File: config.mk
export PLATFORM = sky130hd
export DESIGN_NAME = spike_window_counter
export DESIGN_NICKNAME = d
export VERILOG_FILES = /design/src/rtl/spike_window_pkg.sv /design/src/rtl/spike_hit_gen.sv /design/src/rtl/spike_window_counter.sv
export SDC_FILE = /design/constraint.sdc
export NUM_CORES = 1
export LEC_CHECK = 0
export ABC_CLOCK_PERIOD_IN_PS = 5150
export CAP_MARGIN = 10
export CORE_MARGIN = 1
export CORE_UTILIZATION = 50
export DETAILED_ROUTE_END_ITERATION = 8
export PLACE_DENSITY = 0.76
export REMOVE_ABC_BUFFERS = 1
export SYNTH_ARGS = -nofsm -noshare
export SYNTH_HDL_FRONTEND = slang
export SYNTH_SLANG_ARGS = --single-unit
File: constraint.sdc
create_clock -name clk1 -period 5.15 [get_ports clk1]
set_input_delay 1.03 -clock clk1 [delete_from_list [all_inputs] [get_ports clk1]]
set_output_delay 1.03 -clock clk1 [all_outputs]
set_load 0.005 [all_outputs]
File: src/rtl/spike_window_pkg.sv
// ----------------------------------------------------------------------------
// spike_window_pkg
// Shared types and constants for the spike window counter.
//   state_t    : window FSM states (IDLE, COUNT)
//   WIN_W_DEF  : default window length / window counter width
//   CNT_W_DEF  : default spike count width
//   cnt_max()  : saturation ceiling (2^cnt_w - 1) for a given count width
// ----------------------------------------------------------------------------
package spike_window_pkg;

    typedef enum logic {
        IDLE  = 1'b0,
        COUNT = 1'b1
    } state_t;

    localparam int WIN_W_DEF = 19;
    localparam int CNT_W_DEF = 16;

    // Computed in 64 bits so that cnt_w == 32 still yields all ones.
    function automatic logic [63:0] cnt_max(input int cnt_w);
        return (64'd1 << cnt_w) - 64'd1;
    endfunction

endpackage

File: src/rtl/spike_hit_gen.sv
// ----------------------------------------------------------------------------
// spike_hit_gen
// Turns the delayed spike bit into the per-cycle "hit" that the window
// accumulator adds.
//   Macro SPIKE_EDGE_DETECT_EN defined   : hit = rising edge of spike_in, so a
//                                          spike held high for N cycles counts
//                                          once. The history register keeps
//                                          updating regardless of window state.
//   Macro SPIKE_EDGE_DETECT_EN undefined : hit = spike_in (level count); no
//                                          history register exists.
// Ports:
//   clk1     in  system clock, rising edge
//   reset    in  synchronous active-low reset
//   spike_in in  delayed spike bit from the delay line
//   hit      out spike event for the current cycle
// ----------------------------------------------------------------------------
module spike_hit_gen (
    input  logic clk1,
    input  logic reset,
    input  logic spike_in,
    output logic hit
);

`ifdef SPIKE_EDGE_DETECT_EN
    logic r_spike_q;

    always_ff @(posedge clk1) begin
        // NOTE: registers use non-blocking assignments so every flop samples
        // pre-edge values, independent of statement order.
        if (!reset) begin
            r_spike_q <= 1'b0;
        end else begin
            r_spike_q <= spike_in;
        end
    end

    assign hit = spike_in & ~r_spike_q;
`else
    // Clock and reset have no load in the level-count build.
    logic w_unused;
    assign w_unused = &{1'b0, clk1, reset};

    assign hit = spike_in;
`endif

endmodule

File: src/rtl/spike_window_counter.sv
// ----------------------------------------------------------------------------
// spike_window_counter
// Counts spikes from the delay-line read port over a programmable window of
// clk1 cycles and offers each window's count downstream via valid/ready.
// Windows run back to back with no dead cycle; a result that completes while
// the output still holds an unconsumed one is dropped and flagged in the
// sticky overrun bit.
//
// Optional feature macro: SPIKE_EDGE_DETECT_EN (see spike_hit_gen) selects
// rising-edge counting instead of level counting.
//
// Parameters:
//   WIN_W  width of win_len and the window cycle counter
//   CNT_W  width of the spike count result
// Ports:
//   clk1        in  system clock, rising edge
//   reset       in  synchronous active-low reset
//   enable      in  run counting; low aborts the current window
//   win_len     in  window length in cycles, sampled at window start (0 -> 1)
//   spike_in    in  delayed spike bit
//   out_ready   in  downstream accepts the result with rate_valid
//   rate_cnt    out spike count of the last completed window
//   rate_valid  out rate_cnt holds an unconsumed result
//   rate_sat    out the result in rate_cnt saturated
//   overrun     out sticky: a completed window was dropped
// ----------------------------------------------------------------------------
module spike_window_counter
    import spike_window_pkg::*;
#(
    parameter int WIN_W = WIN_W_DEF,
    parameter int CNT_W = CNT_W_DEF
) (
    input  logic             clk1,
    input  logic             reset,
    input  logic             enable,
    input  logic [WIN_W-1:0] win_len,
    input  logic             spike_in,
    input  logic             out_ready,
    output logic [CNT_W-1:0] rate_cnt,
    output logic             rate_valid,
    output logic             rate_sat,
    output logic             overrun
);

    localparam logic [CNT_W-1:0] CNT_MAX = CNT_W'(cnt_max(CNT_W));

    state_t           r_state;
    logic [WIN_W-1:0] r_win_cnt;
    logic [WIN_W-1:0] r_win_len_q;
    logic [CNT_W-1:0] r_acc;
    logic             r_sat_acc;
    logic [CNT_W-1:0] r_rate_cnt;
    logic             r_rate_valid;
    logic             r_rate_sat;
    logic             r_overrun;

    logic             w_hit;
    logic [WIN_W-1:0] w_len_eff;
    logic             w_last;
    logic             w_done;
    logic [CNT_W-1:0] w_acc_next;
    logic             w_sat_next;

    spike_hit_gen u_hit_gen (
        .clk1     (clk1),
        .reset    (reset),
        .spike_in (spike_in),
        .hit      (w_hit)
    );

    assign w_len_eff = (win_len == '0) ? WIN_W'(1) : win_len;
    assign w_last    = (r_win_cnt == r_win_len_q - WIN_W'(1));
    // A window only completes if enable is still high on its last cycle;
    // dropping enable on that cycle discards it like any other abort.
    assign w_done    = (r_state == COUNT) && enable && w_last;

    always_comb begin
        // NOTE: default assignment first so no path leaves w_acc_next
        // unassigned, which would infer a latch.
        w_acc_next = r_acc;
        if (w_hit && (r_acc != CNT_MAX)) begin
            w_acc_next = r_acc + CNT_W'(1);
        end
    end

    // The accumulator never decreases inside a window, so reaching the
    // ceiling marks the window as saturated for the rest of its life.
    assign w_sat_next = r_sat_acc | (w_acc_next == CNT_MAX);

    always_ff @(posedge clk1) begin
        if (!reset) begin
            r_state      <= IDLE;
            r_win_cnt    <= '0;
            r_win_len_q  <= '0;
            r_acc        <= '0;
            r_sat_acc    <= 1'b0;
            r_rate_cnt   <= '0;
            r_rate_valid <= 1'b0;
            r_rate_sat   <= 1'b0;
            r_overrun    <= 1'b0;
        end else begin
            // Window FSM
            case (r_state)
                IDLE: begin
                    // The spike of the start cycle is deliberately not counted.
                    if (enable) begin
                        r_win_len_q <= w_len_eff;
                        r_win_cnt   <= '0;
                        r_acc       <= '0;
                        r_sat_acc   <= 1'b0;
                        r_state     <= COUNT;
                    end
                end
                COUNT: begin
                    if (!enable) begin
                        r_state <= IDLE;
                    end else if (w_last) begin
                        // Next window starts on this same edge.
                        r_win_cnt   <= '0;
                        r_acc       <= '0;
                        r_sat_acc   <= 1'b0;
                        r_win_len_q <= w_len_eff;
                    end else begin
                        r_win_cnt <= r_win_cnt + WIN_W'(1);
                        r_acc     <= w_acc_next;
                        r_sat_acc <= w_sat_next;
                    end
                end
                default: r_state <= IDLE;
            endcase

            // Output register: a slot is free when empty or being consumed now.
            if (w_done) begin
                if (!r_rate_valid || out_ready) begin
                    r_rate_cnt   <= w_acc_next;
                    r_rate_sat   <= w_sat_next;
                    r_rate_valid <= 1'b1;
                end else begin
                    r_overrun <= 1'b1;
                end
            end else if (r_rate_valid && out_ready) begin
                r_rate_valid <= 1'b0;
            end
        end
    end

    assign rate_cnt   = r_rate_cnt;
    assign rate_valid = r_rate_valid;
    assign rate_sat   = r_rate_sat;
    assign overrun    = r_overrun;

endmodule

==> metrics.yaml <==
grt_max_degree: 70
crit_fanout: 20
ys.flop_type: "dfxtp_1"
area.growth.synth_to_final_pct: 14.5
multi_input_area_mm2: 0.00251
numClockSinks: 75
maxCapViolations: 0
holdBufCountCts: 0
nNetsFinal: 546
placed_cells: 613
grt_pass1_vias: 3413
r2r-end: "rate_cnt[4]"
status: "finished, final reports clean"
leakage_nw: 1.80
tightest_slew_ns: 1.09
die_x_um: 93.9
start_util_pct: 51.7
reg2reg_depth: 10
cts_buffers: 9
die_h_um: 93.9
synth_cells: 498
synth-edff-count: 0
ys_warn_count: 0
core_area_mm2: 0.00818
grtUsageTotal_pct: 23.2
post_drt_wl_per_cell_um: 15.2
grt_overflow: 0
start_kind: "flip-flop"
fill_cells: 735
grt_pass1_wl_mm: 16.2
fin_crit_sh_pct: 72.4
stdcell_count: 629
htreeDepth: 3
r2r-start: "r_win_len_q[0]"
synth_cell_type_count: 60
setup.worst_path.class: "flip-flop to flip-flop"
fmax_mhz: 268
fin_area_mm2: 0.00484
crit_arrival_ns: 4.02
slew_headroom_pct: 27.5
cts_resized: 0
ant_nets: 0
endpoint_kind: "flip-flop"
port_buffers: 42
diodes: 0
clockRootBuffer: "clkbuf_8"
dpl.hpwl_mm: 6.95
combPwrFrac_pct: 11.6
whs_ns: 0.451
seqPwrFrac_pct: 47.9
cts_setup_buffers: 0
hp-class: "flip-flop to flip-flop"
routed_wl_mm: 9.55
synthArstFlopShare_pct: 0
dr.first_iter.drc_count: 181
final_hold_viol_count: 0
startpoint: "r_win_len_q[0]"
clock_latency_ns: 0.35
slew_violations: 0
post-route-drc-count: 0
power.density_mw_per_mm2: 262
dpl_cell_area_mm2: 0.00461
tritoncts: "yes"
r2r_slack_ns: 1.42
crit_end: "rate_cnt[4]"
grt_antenna_before_repair: 0
p_sw_mw: 0.325
io_pins: 43
ys_seq_elements: 75
gp_congestion: 0.875
period_minus_slack_ns: 3.73
intPower_mw: 0.943
cts.path.max_buffers: 2
drive_gt1_share_pct: 5.73
setup_tns_ns: 0
fin_ws_ns: 1.42
required_ns: 5.44
p_clk_share_pct: 40.5
syn-mean-instance-area_um2: 8.48
num_vias: 3622
netlist_area_mm2: 0.00422
dp_slack_ns: 1.44
clk_pin_slew_ns: 0.08
skew_ns: 0.00603
num_rows: 33
worst_ir_drop_vdd_v: 0.000130
sw_frac_of_total_pct: 25.6
setup_viol: 0
seq_area_mm2: 0.00150
synth_seq_area_share_pct: 35.5
die-area_mm2: 0.00882
via_per_inst: 5.76
rsz0062_at_grt: "no"
drtPass1Iterations: 4
## critical path, stage by stage (launching register included)
cell      delay [ns]
dfxtp_1         0.37
inv_1           0.08
ha_1            0.25
or3b_1          0.52
o41ai_2         0.40
a32o_1          0.24
a31oi_1         0.06
or4_1           0.54
nor3_4          0.81
o211ai_1        0.20
a21boi_1        0.18
## power by group through the flow
stage | Sequential (mW) | Combinational [mW] | Clock (mW)
CTS | 0.607 | 0.148 | 0.524
finish | 0.607 | 0.147 | 0.514
detailed placement | 0.621 | 0.147 | 0
floorplan | 0.616 | 0.0929 | 0
global route | 0.609 | 0.164 | 0.547
global placement | 0.620 | 0.145 | 0
## cell type report
type	count	share of cell area [%]
Clock buffer	11	2.92
Clock inverter	5	1.76
Inverter	7	0.543
Multi-Input combinational cell	381	52.0
Sequential cell	75	31.0
Tap cell	105	2.72
Timing Repair Buffer	45	9.06
## worst min-delay path by stage
stage	cells after the start	from	slack (ns)	to
after global routing	2	overrun	0.47	overrun
after detailed placement	2	overrun	0.45	overrun
final	2	overrun	0.45	overrun
after global placement	2	overrun	0.44	overrun
after floorplan	2	overrun	0.44	overrun
after CTS	2	overrun	0.46	overrun
## state kept, by name (all words and copies together) (netlist names)
register,cells
rate_cnt,16
r_state,1
rate_sat,1
overrun,1
r_sat_acc,1
rate_valid,1
r_win_cnt,19
r_win_len_q,19
r_acc,16
## synth_stat cells (9+ instances only)
library cell  number  area (um^2)
clkbuf_1          21         78.8
nor2_1            14         52.6
nand4_1           17          106
xor2_1            18          158
nand3_1           36          180
nor4_1             9         56.3
dfxtp_1           75         1500
nand2_1           48          180
and3_1            29          181
nor2b_1           18          113
xnor2_1           36          315
a21oi_1           10         50.1
mux2i_1           18          180
o21ai_0           12         60.1
a31oi_1            9         56.3
o21ai_1           19         95.1
and2_1            10         62.6
## per-stage QoR
stage | power, mW | utilization, %
finish | 1.27 | 59.2
detailed placement | 0.768 | 56.4
CTS | 1.28 | 59.2
floorplan | 0.709 | -
global placement | 0.765 | 56.4
global route | 1.32 | 59.2
## cells in the final DEF, fill, tap and decap left out, drive strengths merged, types with 3 or more instances in the layout
cell and instances:
clkbuf 11, nor2 14, o21ai 31, a22o 7, nand2 48, buf 4, or4 5, xnor2 36
inv 8, a21oi 10, mux2i 18, nand2b 4, nor2b 18, and2 10, nor4 11, nand4 17
a41oi 3, nor3 8, xor2 18, a31oi 9, clkdlybuf4s50 41, ha 3, o211ai 3, nand3 36
and3 29, or2 4, dfxtp 75, a21boi 3, and4 4
## cell families after synthesis
logic type	share of synthesized area [%]
xor+xnor	11.2
flops	35.5
buf+inv	5.12
mux	4.53
simple gates	28.9
compound gates	13.8
fa+ha+maj	0.889
## layer usage
| metal | vias to the layer above | GRT usage [%] | wire length, um |
|---|---|---|---|
| met5 | - | 0 | 0 |
| met4 | 0 | 7.05 | 124 |
| met1 | 1674 | 30.3 | 4410 |
| met3 | 11 | 3.64 | 408 |
| met2 | 96 | 39.2 | 4610 |
| li1 | 1841 | - | - |
(Power assumes the default switching activity.)
